File: src/rtl/uart_arb_pkg.sv
// Shared types and helpers for the UART transmit arbiter.
// Holds the FSM state encoding and round-robin pointer arithmetic.
package uart_arb_pkg;

  localparam int DW_DEF      = 8;
  localparam int BUSY_TO_DEF = 16;

  typedef enum logic [1:0] {
    IDLE    = 2'd0,
    ISSUE   = 2'd1,
    WAIT_HI = 2'd2,
    WAIT_LO = 2'd3
  } arb_state_t;

  function automatic int rr_next(
    input int ptr,
    input int n
  );
    return (ptr + 1) % n;
  endfunction

endpackage

File: src/rtl/uart_tx_arbiter_rr_picker.sv
// Combinational round-robin pick starting at i_ptr, wrapping modulo NREQ.
// A set i_lock restricts the pick to i_lock_id only.
module rr_picker #(
  parameter int NREQ = 4,
  parameter int IW   = $clog2(NREQ)
) (
  input  logic [NREQ-1:0] i_req,
  input  logic [IW-1:0]   i_ptr,
  input  logic            i_lock,
  input  logic [IW-1:0]   i_lock_id,
  output logic            o_any,
  output logic [IW-1:0]   o_win,
  output logic [NREQ-1:0] o_gnt
);

  always_comb begin
    o_any = 1'b0;
    o_win = '0;
    if (i_lock) begin
      o_any = i_req[i_lock_id];
      o_win = i_lock_id;
    end else begin
      // walk backwards so the closest index to i_ptr wins
      for (int i = NREQ - 1; i >= 0; i--) begin
        if (i_req[IW'((int'(i_ptr) + i) % NREQ)]) begin
          o_any = 1'b1;
          o_win = IW'((int'(i_ptr) + i) % NREQ);
        end
      end
    end
    o_gnt = o_any ? (NREQ'(1) << o_win) : '0;
  end

endmodule

File: src/rtl/uart_tx_arbiter.sv
// Round-robin arbiter sharing one uart_tx among NREQ byte producers.
// Define UART_ARB_LOCK_EN to keep the grant until a req_last byte.
module uart_tx_arbiter
  import uart_arb_pkg::*;
#(
  parameter int NREQ    = 4,
  parameter int DW      = DW_DEF,
  parameter int BUSY_TO = BUSY_TO_DEF
) (
  input  logic                    clk,
  input  logic                    rst,
  input  logic [NREQ-1:0]         req_valid,
  input  logic [NREQ*DW-1:0]      req_data,
  input  logic [NREQ-1:0]         req_last,
  output logic [NREQ-1:0]         req_ready,
  output logic                    tx_en,
  output logic [DW-1:0]           tx_data,
  input  logic                    tx_busy,
  output logic [$clog2(NREQ)-1:0] grant_id,
  output logic                    active,
  output logic                    err_to
);

  localparam int IW = $clog2(NREQ);
  localparam int CW = $clog2(BUSY_TO) + 1;

  arb_state_t r_state;
  arb_state_t w_next;

  logic [DW-1:0]   r_tx_data;
  logic [IW-1:0]   r_grant_id;
  logic [IW-1:0]   r_rr_ptr;
  logic [CW-1:0]   r_cnt;
  logic            r_err_to;

  logic            w_any;
  logic [IW-1:0]   w_win;
  logic [NREQ-1:0] w_gnt;
  logic            w_lock;
  logic            w_accept;
  logic            w_to;

  rr_picker #(
    .NREQ (NREQ),
    .IW   (IW)
  ) u_pick (
    .i_req     (req_valid),
    .i_ptr     (r_rr_ptr),
    .i_lock    (w_lock),
    .i_lock_id (r_grant_id),
    .o_any     (w_any),
    .o_win     (w_win),
    .o_gnt     (w_gnt)
  );

  // gated by rst so nothing is offered while reset is held
  assign w_accept = rst && (r_state == IDLE) && !tx_busy && w_any;

  assign w_to = (r_state == WAIT_HI) && !tx_busy &&
                (r_cnt == CW'(BUSY_TO - 1));

  always_ff @(posedge clk or negedge rst) begin
    if (!rst) r_state <= IDLE;
    else      r_state <= w_next;
  end

  always_comb begin
    w_next = r_state;
    unique case (r_state)
      IDLE:    if (w_accept) w_next = ISSUE;
      ISSUE:   w_next = WAIT_HI;
      WAIT_HI: begin
        if (tx_busy)   w_next = WAIT_LO;
        else if (w_to) w_next = IDLE;
      end
      WAIT_LO: if (!tx_busy) w_next = IDLE;
      default: w_next = IDLE;
    endcase
  end

  always_comb begin
    tx_en     = (r_state == ISSUE);
    active    = (r_state != IDLE);
    req_ready = w_accept ? w_gnt : '0;
  end

  always_ff @(posedge clk or negedge rst) begin
    if (!rst) begin
      r_tx_data  <= '0;
      r_grant_id <= '0;
      r_rr_ptr   <= '0;
      r_cnt      <= '0;
      r_err_to   <= 1'b0;
    end else begin
      if (w_accept) begin
        r_tx_data  <= req_data[int'(w_win)*DW +: DW];
        r_grant_id <= w_win;
        r_rr_ptr   <= IW'(rr_next(int'(w_win), NREQ));
      end
      if (r_state == ISSUE)
        r_cnt <= '0;
      else if (r_state == WAIT_HI && !tx_busy && !w_to)
        r_cnt <= r_cnt + 1'b1;
      if (w_to)
        r_err_to <= 1'b1;
    end
  end

`ifdef UART_ARB_LOCK_EN
  logic r_lock;

  always_ff @(posedge clk or negedge rst) begin
    if (!rst)          r_lock <= 1'b0;
    else if (w_to)     r_lock <= 1'b0;
    else if (w_accept) r_lock <= !req_last[w_win];
  end

  assign w_lock = r_lock;
`else
  logic w_unused_last;

  assign w_unused_last = ^req_last;
  assign w_lock        = 1'b0;
`endif

  assign tx_data  = r_tx_data;
  assign grant_id = r_grant_id;
  assign err_to   = r_err_to;

endmodule

File: config.mk
export PLATFORM = sky130hd
export DESIGN_NAME = uart_tx_arbiter
export DESIGN_NICKNAME = d
export VERILOG_FILES = /design/src/rtl/uart_arb_pkg.sv /design/src/rtl/uart_tx_arbiter_rr_picker.sv /design/src/rtl/uart_tx_arbiter.sv
export SDC_FILE = /design/constraint.sdc
export NUM_CORES = 1
export LEC_CHECK = 0
export ABC_AREA = 1
export CAP_MARGIN = 5
export CORE_MARGIN = 2
export CORE_UTILIZATION = 50
export DETAILED_ROUTE_END_ITERATION = 8
export DONT_BUFFER_PORTS = 1
export GPL_TIMING_DRIVEN = 0
export PLACE_DENSITY = 0.73
export SLEW_MARGIN = 20
export SYNTH_ARGS = -nofsm -noshare
export SYNTH_HDL_FRONTEND = slang
export SYNTH_SLANG_ARGS = --single-unit
File: constraint.sdc
create_clock -name clk -period 2.25 [get_ports clk]
set_input_delay 0.45 -clock clk [delete_from_list [all_inputs] [get_ports clk]]
set_output_delay 0.45 -clock clk [all_outputs]
set_load 0.03 [all_outputs]
==> results of run 1 <==
## final timing paths
kind / slack, ns / to / start
worst max-delay path: -0.18 / r_rr_ptr[0] / r_rr_ptr[0]
max in group asynchronous: 0.95 / r_rr_ptr[0] / rst
worst min-delay path: 0.39 / r_state[1] / tx_busy
worst min register to register: 0.49 / r_cnt[3] / r_cnt[3]
min in group asynchronous: 0.71 / r_cnt[2] / rst
worst max register to register: -0.18 / r_rr_ptr[0] / r_rr_ptr[0]
## worst max-delay path, stage by stage (launching register included)
cell	delay [ns]
dfrtp_2	0.50
buf_8	0.16
o21ai_4	0.14
nor2_1	0.09
nand2_1	0.13
nand4_4	0.17
nor2_4	0.19
inv_2	0.07
buf_4	0.13
buf_4	0.12
buf_4	0.12
buf_4	0.12
buf_4	0.12
buf_4	0.12
buf_4	0.12
o21ai_1	0.06
## power groups by stage
| stage | Combinational [mW] | Clock (mW) | Sequential, mW |
|---|---|---|---|
| 3_3_place_gp | 1.64 | 0 | 0.777 |
| 6_report | 2.30 | 0.205 | 0.795 |
| 2_1_floorplan | 1.39 | 0 | 0.744 |
| 4_1_cts | 2.16 | 0.207 | 0.788 |
| 3_5_place_dp | 1.67 | 0 | 0.776 |
| 5_1_grt | 2.54 | 0.230 | 0.814 |
## synthesized netlist by cell type (all sizes together)
cell type,count,area share
nand2,81,0.23
inv,51,0.12
nand3,38,0.13
dfrtp,20,0.32
nor2,16,0.045
o21ai,9,0.039
buf,6,0.035
a21oi,3,0.0097
ha,2,0.016
a211oi,1,0.0049
a22o,1,0.0057
a31o,1,0.0057
clkbuf,1,0.0024
clkinv,1,0.0024
nand4,1,0.0081
o211ai,1,0.0081
o22ai,1,0.0040
xor2,1,0.0057
## sequential cells by signal (all words and copies together), names as in the netlist
| signal | cells |
|---|---|
| r_rr_ptr | 2 |
| err_to | 1 |
| r_state | 2 |
| tx_data | 8 |
| r_cnt | 5 |
| grant_id | 2 |
## layout by cell type (no fill, tap or decap), types with 2 or more instances in the layout
master,count
dfrtp_2,2
o21ai_2,2
o21ai_4,3
nor2_4,3
nand2_2,20
nand2_4,5
dfrtp_1,18
inv_2,3
nand3_2,2
nand3_1,34
a21oi_1,2
inv_4,3
nand3_4,2
ha_1,2
buf_6,5
clkbuf_4,3
o21ai_0,3
buf_4,26
inv_1,45
nand2_1,55
nor2_1,12
## cell type report
class                      instances  area share
multi-input combinational        156       0.459
timing repair buffer              29       0.122
tap                               33      0.0204
inverter                          52       0.101
buffer                             6      0.0303
sequential                        20       0.249
clock buffer                       4      0.0179
## cell families (layout without fill, tap and decap cells)
logic type	count (synthesis)	count (layout)
AO/OA/AOI/OAI	17	17
XOR/XNOR	1	1
adder cells (fa/ha/maj)	2	2
buffers and inverters	59	91
flip-flops	20	20
AND/OR/NAND/NOR	136	136
## metrics by stage
stage / TNS, ns / cell area, um2
detailed placement: -0.384 / 1590
global placement: -0.324 / 1590
finish: -0.715 / 2020
global route: -1.24 / 2020
CTS: -0.663 / 1950
floorplan: 0 / 1550
## layer usage
layer  share of wire  wire [um]  up-vias
met5               0          0        -
met4          0.0034         13        0
met3           0.046        176        2
met2            0.53       2020       51
met1            0.42       1590      732
li1                -          -      778
## repair_timing
item / 4_1_cts / 5_1_grt
pin swaps: 16 / 11
gates resized for setup: 40 / 13
hold buffers: 1 / 0
buffers inserted: 23 / 4
endpoints found under the setup margin: 4 / 5
gates cloned: 1 / 0
hold endpoints to repair: 20 / 0
==> metrics.yaml, run 1 <==
timing.hold.ws_ns: 0.393
finalClockSkew_ns: 0.00147
ant_nets: 0
syn_area_um2: 1550
vias: 1563
status: "finished, violations left"
rsz0062_at_grt: "yes"
fin_util: 0.674
dp.cells: 268
drc: 0
port_buffers: 0
irDropWorstVdd_mv: 0.970
hpwlAfterDp_um: 2500
synth_warnings: 0
ff_latch_area_um2: 503
postSynthCellCount: 235
p_seq_frac: 0.241
cts_tree: "done"
viasPerCell: 5.21
initial_core_util: 0.515
first_iter_violations: 105
worst_setup_path_start_kind: "flop"
ys_types: 29
cts_sinks: 20
routabilityCongestion: 0.911
synth_xor_area_frac: 0.00566
clock_latency_ns: 0.30
fp-row-count: 20
top_usage_layer: "met2"
min_path_cells: 2
fillers: 269
grt_usage: 0.230
switching_share: 0.520
max_freq_mhz: 412
nets: 313
antenna_found_initial: 0
critical_path_arrival_ns: 2.66
drive_above_1_share: 0.337
ios: 60
clockPowerShare: 0.062
cts_max_level: 1
die_h_um: 59.6
leakagePower_nw: 1.12
gr-usage-met3: 0.0611
clkTransAtPathRegs_ns: 0.11
max_slew_margin: 0.410
synth_seq_cells: 20
synthSimpleGateAreaFrac: 0.415
synth-seq-area-share: 0.323
grt_first_pass_wirelength_um: 6250
hold_class: "primary input to flop"
fin_crit_ns: 2.43
p_comb_frac: 0.697
p_total_mw: 3.30
place_ws_ns: -0.155
setup_viol: 5
synth_mux_area_frac: 0
tightest_slew_ns: 0.883
power.internal_mw: 1.58
violations: "negative setup slack"
period_share: 1.08
antennaDiodeCount: 0
first_global_vias: 1529
reg2regPathDepth: 15
grt_max_degree: 21
die_x_um: 59.6
critPathKind: "flop to flop"
power.switching_mw: 1.72
grt.overflow.total: 0
slew_viol_final: 0
cts_buffer_depth: 2
yosys.area_share.adder: 0.0162
syn_avg_cell_area_um2: 6.59
multi_input_area_um2: 930
critPathRequiredTime_ns: 2.48
synth_compound_area_frac: 0.0768
synth_top_family_by_area: "simple AND/OR/NAND/NOR gates"
timing.final.ws_setup_ns: -0.179
cts_buffers: 3
grt_util_met2: 0.414
hold_viol: 0
worstSetupEndpointType: "flop"
cp_max_fo: 6
syn2layout_area_growth_pct: 30.7
firstDrtPassIters: 4
core_area_um2: 3000
die_area_um2: 3560
avgRoutedWirePerCell_um: 12.7
max_cap_viol_count: 0
synth_nets: 280
grt_util_met1: 0.275
fin_cells: 300
root_buffer: "clkbuf_4"
p_per_area_nw_per_um2: 1630
wl_um: 3800
Note: power is estimated with default switching activity, not from simulation.
==> run 2: changes to the inputs <==
ABC_AREA = 0   (was 1)
CORE_UTILIZATION = 49   (was 50)
PLACE_DENSITY = 0.72   (was 0.73)
SLEW_MARGIN = unset   (was 20)
==> run 2 against run 1 <==
Compared with the run above: the run still ends with negative setup slack left; core utilization is 8.3 points lower; design area is 28% lower; critical path type is now flop to primary output; die area is 16% lower; via count is 33% lower; clock power is 16% lower; synthesized cell count is 46% lower; critical endpoint is now req_ready[0]; sequential power is 2% lower; hold slack worse by 0.13 ns; sequential share of layout area is 9.6 points higher; highest routed layer unchanged; maximum frequency is 1.3% lower; flip-flop and latch count stayed put.
==> metrics.yaml, run 2 <==
ys.flop_type: "dfrtp_1"  # unchanged
setup_viol: 4  # was 5
synth-async-reset-ratio: 1.00  # unchanged
cts_buffer_depth: 2  # unchanged
cts_max_level: 1  # unchanged
die_x_um: 54.7  # was 59.6 um
slowest_delay_ns: 0.61  # was 0.50 ns
nets: 183  # was 313
grt_max_degree: 21  # unchanged
root_buffer: "clkbuf_4"  # unchanged
syn2layout_area_growth_pct: 15.2  # was 30.7%
fp-row-count: 18  # was 20
clockPowerShare: 0.096  # was 0.062
rsz0062_at_grt: "yes"  # unchanged
p_seq_frac: 0.432  # was 0.241
slowest_stage: "or4b_4"  # was dfrtp_2
synth.largest_area_cell: "dfrtp_1"  # unchanged
synth_nets: 171  # was 280
worstHoldStart: "tx_busy"  # unchanged
drc: 0  # unchanged
synth-seq-area-share: 0.397  # was 0.323
final_cell_mix: "dfrtp_1 (20), nand2_1 (16), mux2i_1 (16), buf_4 (10)"  # was nand2_1 (55), inv_1 (45), nand3_1 (34), buf_4 (26), nand2_2 (20)
initial_core_util: 0.513  # was 0.515
synthTopCellsByCount: "dfrtp_1 (20), nand2_1 (17), mux2i_1 (16), nor2_1 (8), o221ai_2 (8)"  # was nand2_1 (66), inv_1 (49), nand3_1 (36), dfrtp_1 (20), nor2_1 (14)
viasPerCell: 6.28  # was 5.21
hold_viol: 0  # unchanged
cts_buffers: 3  # unchanged
yosysTopAreaCellShare: 0.397  # was 0.323
syn_avg_cell_area_um2: 10.0  # was 6.59 um2
crit_buf_inv: 1  # was 9
max_freq_mhz: 406  # was 412 MHz
cts_tree: "done"  # unchanged
critPathKind: "flop to primary output"  # was flop to flop
slew_viol_final: 0  # unchanged
max_slew_margin: 0.397  # was 0.410
crit_start: "r_state[0]"  # was r_rr_ptr[0]
synth_most_common_cell: "dfrtp_1"  # was nand2_1
grt.overflow.total: 0  # unchanged
grt_first_pass_wirelength_um: 4490  # was 6250 um
worst_setup_path_start_kind: "flop"  # unchanged
clock_latency_ns: 0.30  # about the same
core_area_um2: 2450  # was 3000 um2
antennaDiodeCount: 0  # unchanged
critPathRequiredTime_ns: 1.80  # was 2.48 ns
leakagePower_nw: 0.665  # was 1.12 nW
antenna_found_initial: 0  # unchanged
dpl_cell_area_um2: 1350  # was 1590 um2
critical_path_arrival_ns: 2.01  # was 2.66 ns
firstDrtPassIters: 4  # unchanged
status: "finished, violations left"  # unchanged
p_total_mw: 1.80  # was 3.30 mW
power.internal_mw: 0.922  # was 1.58 mW
irDropWorstVdd_mv: 0.748  # was 0.970 mV
switching_share: 0.487  # was 0.520
fillers: 220  # was 269
postSynthCellCount: 126  # was 235
largest_register_ffs: 8  # unchanged
die_area_um2: 2990  # was 3560 um2
fin_crit_ns: 2.46  # was 2.43 ns
violations: "negative setup slack"  # unchanged
layout_commonest_cell: "dfrtp_1"  # was nand2_1
syn_area_um2: 1260  # was 1550 um2
drive_above_1_share: 0.257  # was 0.337
first_iter_violations: 30  # was 105
p_comb_frac: 0.472  # was 0.697
synthTopCellsByArea: "dfrtp_1 (40%), mux2i_1 (13%), o221ai_2 (9.5%)"  # was dfrtp_1 (32%), nand2_1 (16%), inv_1 (12%)
hold_class: "primary input to flop"  # unchanged
grt_usage: 0.212  # was 0.230
worstReg2RegStart: "r_cnt[0]"  # was r_rr_ptr[0]
hpwlAfterDp_um: 2240  # was 2500 um
clkTransAtPathRegs_ns: 0.11  # about the same
fin_area_um2: 1450  # was 2020 um2
power.switching_mw: 0.877  # was 1.72 mW
ios: 60  # unchanged
vias: 1043  # was 1,563
avgRoutedWirePerCell_um: 17.7  # was 12.7 um
cts_sinks: 20  # unchanged
p_per_area_nw_per_um2: 1240  # was 1630 nW/um2
die_h_um: 54.7  # was 59.6 um
wl_um: 2940  # was 3800 um
timing.final.ws_setup_ns: -0.212  # was -0.179 ns
first_global_vias: 1040  # was 1,529
ant_nets: 0  # unchanged
synth_warnings: 0  # unchanged
cp_max_fo: 6  # unchanged
cp_top_family: "simple AND/OR/NAND/NOR gates"  # was buffers and inverters
worstSetupEndpointType: "primary output"  # was flop
path_cells: "clkinv_4, nand2_4, or4b_4, nor4_4"  # was buf_8, o21ai_4, nor2_1, nand2_1, nand4_4, nor2_4, inv_2, buf_4, buf_4, buf_4, buf_4, buf_4, buf_4, buf_4, o21ai_1
port_buffers: 0  # unchanged
routabilityCongestion: 0.751  # was 0.911
tightest_slew_ns: 0.901  # was 0.883 ns
period_share: 1.09  # was 1.08
max_cap_viol_count: 0  # unchanged
synth_edf_count: 0  # unchanged
ys_types: 38  # was 29
finalClockSkew_ns: 0.00175  # was 0.00147 ns
synth_seq_cells: 20  # unchanged
run 2: cell count changes in the layout (fill, tap and decap cells not counted), sizes merged, moves of 2 or more:
cell,delta
nor3,+4
buf,-22
nand3,-37
a22o,+2
nor2,-8
nor4,+3
o21ai,-2
nand2,-64
o221ai,+9
inv,-46
mux2i,+16
run 2: stage by stage:
step,setup slack [ns],hold slack (ns),setup TNS [ns],std cells,utilization
2_1_floorplan,0.0293,0.154,0,126,-
3_3_place_gp,-0.0816,0.155,-0.170,156,0.548
3_5_place_dp,-0.0956,0.155,-0.221,156,0.548
4_1_cts,-0.231,0.260,-0.897,166,0.594
5_1_grt,-0.284,0.275,-1.08,166,0.591
6_report,-0.212,0.266,-0.787,166,0.591
run 2: path summary, 6_finish.rpt:
check	to	slack (ns)	cells past startpoint
worst max-delay path	req_ready[0]	-0.21	4
min in group asynchronous	err_to	0.71	1
worst max register to register	r_cnt[3]	0.28	8
worst min register to register	r_cnt[4]	0.53	1
worst min-delay path	r_state[0]	0.27	2
max in group asynchronous	tx_data[1]	0.99	1
run 2: per-layer routing:
| metal | global-route usage | vias to the layer above | wire, um |
|---|---|---|---|
| met5 | 0 | - | 0 |
| met4 | 0.0667 | 0 | 7 |
| met3 | 0.0355 | 2 | 161 |
| met2 | 0.389 | 41 | 1580 |
| met1 | 0.247 | 506 | 1190 |
| li1 | - | 494 | - |
run 2: kinds of logic after synthesis:
| logic type | after synthesis | share of synthesized area |
|---|---|---|
| flops | 20 | 0.397 |
| fa+ha+maj | 2 | 0.0199 |
| xor+xnor | 1 | 0.00695 |
| buf+inv | 14 | 0.0516 |
| compound gates | 32 | 0.232 |
| simple gates | 41 | 0.165 |
| mux | 16 | 0.127 |
run 2: cell type report:
class                   instances  area [um2]  area share
repair buffers                  8        62.6      0.0431
plain buffers                   7        55.1      0.0379
multi-input cells              92         746       0.514
clock buffers                   3        22.5      0.0155
flip-flops and latches         20         500       0.345
inverters                       6        27.5      0.0190
well taps                      30        37.5      0.0259
run 2: worst register-to-register path, delay by kind of cell (launching register included):
kind | cells | cell delay [ns]
and+or+nand+nor | 4 | 0.75
AOI/OAI and AO/OA | 2 | 0.21
adders and majority gates | 2 | 0.50
DFF | 1 | 0.45
run 2: timing repair:
action,4_1_cts,5_1_grt
gates resized for setup,9,0
endpoints found under the hold margin,20,0
setup buffers,6,1
pin swaps,2,3
setup endpoints to repair,4,4
cloned,0,0
hold buffers,1,0
run 2: power by group through the flow:
| stage | logic [mW] | registers, mW | clock network [mW] |
|---|---|---|---|
| 2_1_floorplan | 0.653 | 0.747 | 0 |
| 3_3_place_gp | 0.727 | 0.772 | 0 |
| 3_5_place_dp | 0.765 | 0.781 | 0 |
| 4_1_cts | 0.847 | 0.777 | 0.174 |
| 5_1_grt | 0.931 | 0.795 | 0.185 |
| 6_report | 0.850 | 0.778 | 0.172 |
